[src/rtl/ascii_term_writer.sv]
`timescale 1ns/1ps
`default_nettype none
// ============================================================================
// Module   : ascii_term_writer
// Purpose  : Writer side of the text screen. Consumes 7-bit ASCII codes,
//            tracks the cursor, interprets CR/LF/BS/TAB, and writes into the
//            external character buffer. Scrolling rotates top_row and clears
//            only the recycled physical row.
// Option   : ASCII_TERM_FF_CLEAR_EN - form feed (0x0C) clears the screen and
//            homes the cursor; otherwise 0x0C is swallowed.
// Revision : 1.0 - initial release
// ============================================================================
module ascii_term_writer #(
  parameter int COLS   = 80,
  parameter int ROWS   = 60,
  parameter int COL_W  = 7,
  parameter int ROW_W  = 6,
  parameter int ADDR_W = 13
) (
  input  logic              clk,
  input  logic              reset,
  input  logic [6:0]        char_in,
  input  logic              char_valid,
  output logic              char_ready,
  output logic              wr_en,
  output logic [ADDR_W-1:0] wr_addr,
  output logic [6:0]        wr_char,
  output logic [ROW_W-1:0]  top_row,
  output logic [COL_W-1:0]  cursor_col,
  output logic [ROW_W-1:0]  cursor_row
);

  localparam logic [6:0]        SPACE      = 7'h20;
  localparam logic [6:0]        CODE_BS    = 7'h08;
  localparam logic [6:0]        CODE_TAB   = 7'h09;
  localparam logic [6:0]        CODE_LF    = 7'h0A;
  localparam logic [6:0]        CODE_CR    = 7'h0D;
`ifdef ASCII_TERM_FF_CLEAR_EN
  localparam logic [6:0]        CODE_FF    = 7'h0C;
`endif
  localparam logic [ADDR_W-1:0] LAST_ADDR  = ADDR_W'(COLS * ROWS - 1);
  localparam logic [ADDR_W-1:0] LAST_CLEAR = ADDR_W'(COLS - 1);
  localparam logic [COL_W-1:0]  LAST_COL   = COL_W'(COLS - 1);
  localparam logic [ROW_W-1:0]  LAST_ROW   = ROW_W'(ROWS - 1);

  typedef enum logic [1:0] {
    ST_INIT  = 2'd0,
    ST_IDLE  = 2'd1,
    ST_CLEAR = 2'd2
  } state_t;

  state_t              state, state_nxt;
  logic [ADDR_W-1:0]   cnt, cnt_nxt;
  logic [ADDR_W-1:0]   clear_base, clear_base_nxt;
  logic                ready_nxt, wr_en_nxt;
  logic [ADDR_W-1:0]   wr_addr_nxt;
  logic [6:0]          wr_char_nxt;
  logic [ROW_W-1:0]    top_nxt, row_nxt;
  logic [COL_W-1:0]    col_nxt;

  logic                accept;
  logic [ROW_W:0]      row_sum;
  logic [ROW_W-1:0]    phys_row;
  logic [ADDR_W-1:0]   row_base;
  logic [COL_W:0]      tab_stop;
  logic                do_write, advance;
  logic [COL_W-1:0]    write_col;
  logic [6:0]          write_data;

  assign accept = char_valid && char_ready;

  // Cursor physical row and its buffer base; one subtract suffices since both terms are < ROWS
  always_comb begin
    row_sum  = {1'b0, top_row} + {1'b0, cursor_row};
    phys_row = (row_sum >= (ROW_W+1)'(ROWS)) ? ROW_W'(row_sum - (ROW_W+1)'(ROWS))
                                             : row_sum[ROW_W-1:0];
    row_base = ADDR_W'(phys_row) * ADDR_W'(COLS);
    tab_stop = ({1'b0, cursor_col} | (COL_W+1)'(7)) + (COL_W+1)'(1);
  end

  // Next-state and next-output logic for the INIT / IDLE / CLEAR sequencer
  always_comb begin
    state_nxt      = state;
    cnt_nxt        = cnt;
    clear_base_nxt = clear_base;
    ready_nxt      = 1'b0;
    wr_en_nxt      = 1'b0;
    wr_addr_nxt    = wr_addr;
    wr_char_nxt    = wr_char;
    top_nxt        = top_row;
    col_nxt        = cursor_col;
    row_nxt        = cursor_row;
    do_write       = 1'b0;
    advance        = 1'b0;
    write_col      = cursor_col;
    write_data     = SPACE;

    case (state)
      ST_INIT: begin
        wr_en_nxt   = 1'b1;
        wr_addr_nxt = cnt;
        wr_char_nxt = SPACE;
        if (cnt == LAST_ADDR) begin
          state_nxt = ST_IDLE;
          cnt_nxt   = '0;
        end else begin
          cnt_nxt = cnt + ADDR_W'(1);
        end
      end

      ST_CLEAR: begin
        wr_en_nxt   = 1'b1;
        wr_addr_nxt = clear_base + cnt;
        wr_char_nxt = SPACE;
        if (cnt == LAST_CLEAR) begin
          state_nxt = ST_IDLE;
          cnt_nxt   = '0;
        end else begin
          cnt_nxt = cnt + ADDR_W'(1);
        end
      end

      default: begin
        ready_nxt = 1'b1;
        if (accept) begin
          if (char_in >= 7'h20 && char_in <= 7'h7E) begin
            do_write   = 1'b1;
            write_data = char_in;
            if (cursor_col < LAST_COL) begin
              col_nxt = cursor_col + COL_W'(1);
            end else begin
              col_nxt = '0;
              advance = 1'b1;
            end
          end else begin
            case (char_in)
              CODE_LF:  advance = 1'b1;
              CODE_CR:  col_nxt = '0;
              CODE_BS: begin
                if (cursor_col != '0) begin
                  col_nxt   = cursor_col - COL_W'(1);
                  write_col = cursor_col - COL_W'(1);
                  do_write  = 1'b1;
                end
              end
              CODE_TAB: col_nxt = (tab_stop > {1'b0, LAST_COL}) ? LAST_COL
                                                                : tab_stop[COL_W-1:0];
`ifdef ASCII_TERM_FF_CLEAR_EN
              CODE_FF: begin
                state_nxt = ST_INIT;
                cnt_nxt   = '0;
                ready_nxt = 1'b0;
                col_nxt   = '0;
                row_nxt   = '0;
                top_nxt   = '0;
              end
`endif
              default: ;
            endcase
          end

          // The write lands at the pre-scroll position
          if (do_write) begin
            wr_en_nxt   = 1'b1;
            wr_addr_nxt = row_base + ADDR_W'(write_col);
            wr_char_nxt = write_data;
          end

          // Bottom line reached: recycle the old top row instead of moving text
          if (advance) begin
            if (cursor_row < LAST_ROW) begin
              row_nxt = cursor_row + ROW_W'(1);
            end else begin
              top_nxt        = (top_row == LAST_ROW) ? '0 : top_row + ROW_W'(1);
              clear_base_nxt = ADDR_W'(top_row) * ADDR_W'(COLS);
              cnt_nxt        = '0;
              state_nxt      = ST_CLEAR;
              ready_nxt      = 1'b0;
            end
          end
        end
      end
    endcase
  end

  // State and registered outputs, synchronous reset
  always_ff @(posedge clk) begin
    if (reset) begin
      state      <= ST_INIT;
      cnt        <= '0;
      clear_base <= '0;
      char_ready <= 1'b0;
      wr_en      <= 1'b0;
      wr_addr    <= '0;
      wr_char    <= SPACE;
      top_row    <= '0;
      cursor_col <= '0;
      cursor_row <= '0;
    end else begin
      state      <= state_nxt;
      cnt        <= cnt_nxt;
      clear_base <= clear_base_nxt;
      char_ready <= ready_nxt;
      wr_en      <= wr_en_nxt;
      wr_addr    <= wr_addr_nxt;
      wr_char    <= wr_char_nxt;
      top_row    <= top_nxt;
      cursor_col <= col_nxt;
      cursor_row <= row_nxt;
    end
  end

endmodule
`default_nettype wire

[config.mk]
export PLATFORM = sky130hd
export DESIGN_NAME = ascii_term_writer
export DESIGN_NICKNAME = d
export VERILOG_FILES = /design/src/rtl/ascii_term_writer.sv
export SDC_FILE = /design/constraint.sdc
export NUM_CORES = 1
export LEC_CHECK = 0
export ABC_AREA = 1
export ABC_CLOCK_PERIOD_IN_PS = 3400
export CORE_AREA = 4 4 105 107
export DETAILED_ROUTE_END_ITERATION = 6
export DIE_AREA = 0 0 109 111
export HOLD_SLACK_MARGIN = 0.12
export PLACE_DENSITY = 0.77
export SLEW_MARGIN = 20
export SYNTH_ARGS = -nofsm -noshare
export SYNTH_HDL_FRONTEND = slang
export SYNTH_SLANG_ARGS = --single-unit
[constraint.sdc]
create_clock -name clk -period 3.4 [get_ports clk]
set_input_delay 0.85 -clock clk [delete_from_list [all_inputs] [get_ports clk]]
set_output_delay 0.85 -clock clk [all_outputs]
set_load 0.03 [all_outputs]
# After elaboration in Yosys (flattened, before gate mapping)
# Cells that the tools add are included.
# Widths: inputs -> output; s select.
[word_totals]
mem_count = 0
latch_bits = 0
in_bits = 10
romBits = 0
ramBits = 0
out_inout_bits = 41
register_bits = 65
[classes]
n_bitwise = 2
n_addsub = 10
n_shift = 0
div_mod_pow = 0
multipliers = 2
n_mux = 43
n_eq_ne = 11
order_cmp = 6
n_reduce_logical = 17
[op_table]
columns = ["operator", "n"]
rows = [
  ["$mux 13", 7],
  ["$mux 7", 9],
  ["$pmux 13 s2", 2],
  ["$eq 7x4->1 const B", 4],
  ["$pmux 7 s3", 1],
  ["$mul 6x3->9 const B", 2],
  ["$mux 1", 16],
  ["$ge 7x6->1 const B", 2],
  ["$add 13x1->13 const B", 1],
  ["$add 13x13->13", 1],
  ["$add 13x7->13", 1],
  ["$eq 13x13->1 const B", 1],
  ["$eq 13x7->1 const B", 1],
  ["$add 6x1->6 const B", 2],
  ["$mux 6", 2],
  ["$mux 2", 5],
  ["$reduce_bool 3->1", 3],
  ["$add 7x1->8 const B", 1],
  ["$gt 8x7->1 const B", 1],
  ["$reduce_and 4->1", 2],
  ["$add 6x6->7", 1],
  ["$add 7x1->7 const B", 1],
  ["$le 7x7->1 const B", 1],
  ["$lt 7x7->1 const B", 1],
  ["18 further kinds", 23],
]

# Depth between registers and ports, before layout
[depth]
word_depth = 10
depth_mapped = 27
ltp_nobuf = 26

# Least setup slack after synthesis
# No wires, ideal clock.
[synth_timing]
path_kind = "flip-flop to flip-flop"
startpoint = "register top_row[0]"
endpoint = "register wr_addr[12]"
path_stages_with_launch = 20
synth_period_minus_slack_ps = 3827
arrival_ps = 3757
path_slack_ps = -427
setup_ps = 70
required_ps = 3330
path_buffers = 0
cell_sequence = "dfxtp_1 -> ha_1 -> fa_1 -> xnor2_1 -> inv_1 -> ha_1 -> nand3_1 -> nand3_1 -> nand2_1 -> nand2_1 -> ha_1 -> ha_1 -> fa_1 -> xor2_1 -> inv_1 -> nor3_1 -> nand3_1 -> nand2_1 -> nand2_1 -> a21oi_1"
[synth_between]
elab_chain_len = 8
elab_cells_between_ends = 9
[synth_lines]
columns = ["item", "line", "rtl"]
rows = [
  ["start, declared", "28", "output logic [ROW_W-1:0] top_row,"],
  ["start signal, assigned", "207", "top_row <= top_nxt;"],
  ["$add 6x6->7 *", "74", "row_sum = {1'b0, top_row} + {1'b0, cursor_row};"],
  ["$sub 6x6->6 or $ge 7x6->1 (tied branches)", "75", "phys_row = (row_sum >= (ROW_W+1)'(ROWS)) ? ROW_W'(row_sum - (ROW_W+1)'(ROWS))"],
  ["$mux 6 *", "75", ""],
  ["$mul 6x3->9 *", "77", "row_base = ADDR_W'(phys_row) * ADDR_W'(COLS);"],
  ["$add 13x7->13 *", "165", "wr_addr_nxt = row_base + ADDR_W'(write_col);"],
  ["$mux 13 *", "163", "if (do_write) begin"],
  ["$mux 13 *", "125", "if (accept) begin"],
  ["$pmux 13 s2 *", "98", "case (state)"],
  ["end signal, assigned", "205", "wr_addr <= wr_addr_nxt;"],
  ["end, declared", "26", "output logic [ADDR_W-1:0] wr_addr,"],
]
# Mark *: on every way between the ends. The rest lies on a longest branch, timed or not. The select of a mux whose other input is x is not followed.
# A chain may end at the register's enable or synchronous reset.

# Worst setup path after layout
# Same ends and word-level chain as after synthesis.

==> metrics.yaml <==
critPathSlowestCell: "fa_2"
drive_gt1_frac: 0.195
met1_usage: 0.314
crit_type: "flip-flop to flip-flop"
p_leak_nw: 2.81
h-tree-depth: 3
drc: 0
ys_types: 46
coreArea_um2: 10100
grt_use_total: 0.241
grt_max_degree: 20
start_util: 0.483
synth.ff_latch_count: 65
clock.fmax_mhz: 274
antenna_found_initial: 0
finalWorstSetupSlack_ns: -0.247
drt_iter0_markers: 372
ys_async_sr_fraction: 0
drv_slew: 0
fin_util: 0.626
cts_root_buffer: "clkbuf_8"
hold_slack_ns: 0.464
status: "complete, but fails checks"
fillers: 925
p_sw_mw: 0.404
crit_top_cell: "nand2_1"
rsz0062_at_grt: "yes"
dieArea_um2: 12100
crit_required_ns: 3.68
p_per_area_nw_per_um2: 244
die-height_um: 111
ir_drop_uv: 166
pwr-share-clk: 0.451
tightest_slew_ns: 0.653
crit_family: "adder cells"
cp_max_fo: 3
area.growth.synth_to_final_pct: 29.4
grt_pass1_vias: 5122
clockBufferDepth: 2
post_drt_wl_per_cell_um: 15.7
placementRows: 37
placed_cell_area_um2: 5880
finalHoldViolations: 0
netlist_area_um2: 4900
synth-edff-count: 0
p_int_mw: 1.14
power_mw: 1.55
layout.nets: 862
pin_count: 51
vias: 5291
place_congestion: 0.952
cts_made_buffers: 9
avgViaCountPerCell: 5.59
cts.sinks: 65
synth-main-ff-cell: "dfxtp_1"
clock_skew_ns: 0.0127
overflow: 0
start_kind: "flip-flop"
die_w_um: 109
max_slew_margin: 0.563
fin_crit_ns: 3.65
final_area_um2: 6340
pwr-share-seq: 0.497
top_usage_layer: "met2"
synth_seq_area_share: 0.266
finalSetupViolations: 5
failed_checks: "negative setup slack"
min_path_type: "flip-flop to flip-flop"
synth_nets: 763
switching_share: 0.261
ys_warn_count: 0
grtUsageMet3: 0.0408
cap_viol_max_count: 0
grt_pass1_wl_um: 23800
port-buffer-count: 50
slowest_delay_ns: 0.40
drt_first_pass_iters: 7
pwr-share-comb: 0.052
hpwl_um: 11000
detail-route-antenna-nets: 0
critPathCaptureType: "flip-flop"
synthCells: 706
worstPathCellList: "ha_4 -> fa_2 -> xnor2_2 -> buf_4 -> nor3_2 -> nand2_2 -> nand3_2 -> nand2_1 -> xnor2_1 -> inv_1 -> ha_4 -> ha_2 -> a31oi_4 -> or2_4 -> nand2_4 -> nor3_4 -> nand3_1 -> nand2_1 -> nand2_1 -> a21oi_1"
hold_buffers: 0
synth_area_per_cell_um2: 6.94
post-route-period-util: 1.07
seq_area_um2: 1320
clock_latency_ns: 0.36
dp_slack_ns: -0.167
gr-usage-met2: 0.396
cp.arrival_ns: 3.92
drt_wl_total_um: 14800
n_antenna_cell: 0
cp_num_buf_inv: 2
multiInputGateArea_um2: 3410
cts_tree: "built"
path_clk_slew_ns: 0.08
## cell type report
class | instances | area share
clock buffers | 9 | 0.0195
clock inverters | 7 | 0.0120
inverters | 90 | 0.0550
multi-input cells | 537 | 0.538
flip-flops and latches | 65 | 0.208
well taps | 136 | 0.0268
repair buffers | 102 | 0.141
## flip-flops by register name, summed over array words and instances, names as in the netlist
name	count
cnt	13
state	2
top_row	6
wr_addr	13
char_ready	1
cursor_col	7
wr_char	7
clear_base	9
cursor_row	6
wr_en	1
## power groups by stage
stage	Clock, mW	Sequential (mW)	Combinational [mW]
after floorplan	0	0.792	0.0357
after global placement	0	0.787	0.0778
after detailed placement	0	0.788	0.0788
after CTS	0.706	0.770	0.0791
after global routing	0.742	0.771	0.0877
final	0.697	0.770	0.0804
## cell families (layout without fill, tap and decap cells)
logic type,count (synthesis),after routing,synth area share
compound gates,167,167,0.192
xor+xnor,20,20,0.0357
fa+ha+maj,47,47,0.128
buf+inv,104,208,0.0899
flops,65,65,0.266
simple gates,303,303,0.289
## worst reg2reg max path: stages, from the launching register on
cell	delay [ns]
dfxtp_4	0.35
ha_4	0.16
fa_2	0.40
xnor2_2	0.16
buf_4	0.15
nor3_2	0.18
nand2_2	0.10
nand3_2	0.10
nand2_1	0.09
xnor2_1	0.21
inv_1	0.11
ha_4	0.29
ha_2	0.28
a31oi_4	0.15
or2_4	0.16
nand2_4	0.07
nor3_4	0.18
nand3_1	0.10
nand2_1	0.07
nand2_1	0.08
a21oi_1	0.15
## metrics by stage
step / setup TNS, ns / cells
CTS: -0.299 / 942
floorplan: 0 / 706
global placement: -0.0345 / 921
finish: -0.669 / 946
detailed placement: -0.488 / 921
global route: -1.71 / 946
## path summary, 6_finish.rpt
path / from / to / slack [ns] / cells after the start
max: top_row[0] / wr_addr[12] / -0.25 / 20
min: wr_char[2] / wr_char[2] / 0.46 / 2
max reg2reg: top_row[0] / wr_addr[12] / -0.25 / 20
min reg2reg: wr_char[2] / wr_char[2] / 0.46 / 2
## synthesized netlist by cell type (2+ instances only)
master / n / area [um2]
ha_1: 42 / 526
a21o_1: 2 / 15.0
a21oi_1: 68 / 340
dfxtp_1: 65 / 1300
a31oi_1: 10 / 62.6
fa_1: 5 / 100
o21ai_0: 49 / 245
buf_6: 3 / 33.8
o211ai_1: 5 / 37.5
nand4_1: 16 / 100
inv_2: 9 / 33.8
xnor2_1: 4 / 35.0
o21a_1: 2 / 15.0
nor3_1: 14 / 70.1
a21oi_2: 2 / 17.5
clkinv_4: 2 / 17.5
xor2_1: 16 / 140
nand2_1: 151 / 567
nor3_4: 2 / 32.5
nand2_2: 7 / 43.8
or2_2: 3 / 18.8
o21ai_1: 11 / 55.1
o22ai_1: 3 / 18.8
a41oi_1: 9 / 78.8
nand3_2: 2 / 20.0
nand3_1: 50 / 250
o2111ai_1: 2 / 17.5
clkbuf_1: 8 / 30.0
nor2_2: 3 / 18.8
nand2_4: 3 / 33.8
nand4_4: 2 / 42.5
inv_1: 77 / 289
nor2_1: 46 / 173
## placed cells by master (no fill, tap or decap), drive strengths merged, types with 10 or more instances in the layout
cell type / Yosys / routed
dfxtp: 65 / 65
ha: 42 / 42
nor3: 17 / 17
nand2: 161 / 161
nor2: 51 / 51
nand4: 18 / 18
inv: 86 / 89
xor2: 16 / 16
o21ai: 60 / 60
a31oi: 10 / 10
a21oi: 70 / 70
buf: 6 / 52
clkdlybuf4s50: 0 / 50
nand3: 52 / 52
## metal layers
layer  up-vias  routed length, um
met3        41                903
li1       2593                  -
met1      2460               6400
met2       197               7090
met5         -                  0
met4         0                434
## repair_timing
action	4_1_cts	5_1_grt
pin swaps	14	28
setup endpoints to repair	5	6
gates resized for setup	9	32
setup buffers	5	4
Note: power is estimated with default switching activity, not from simulation.
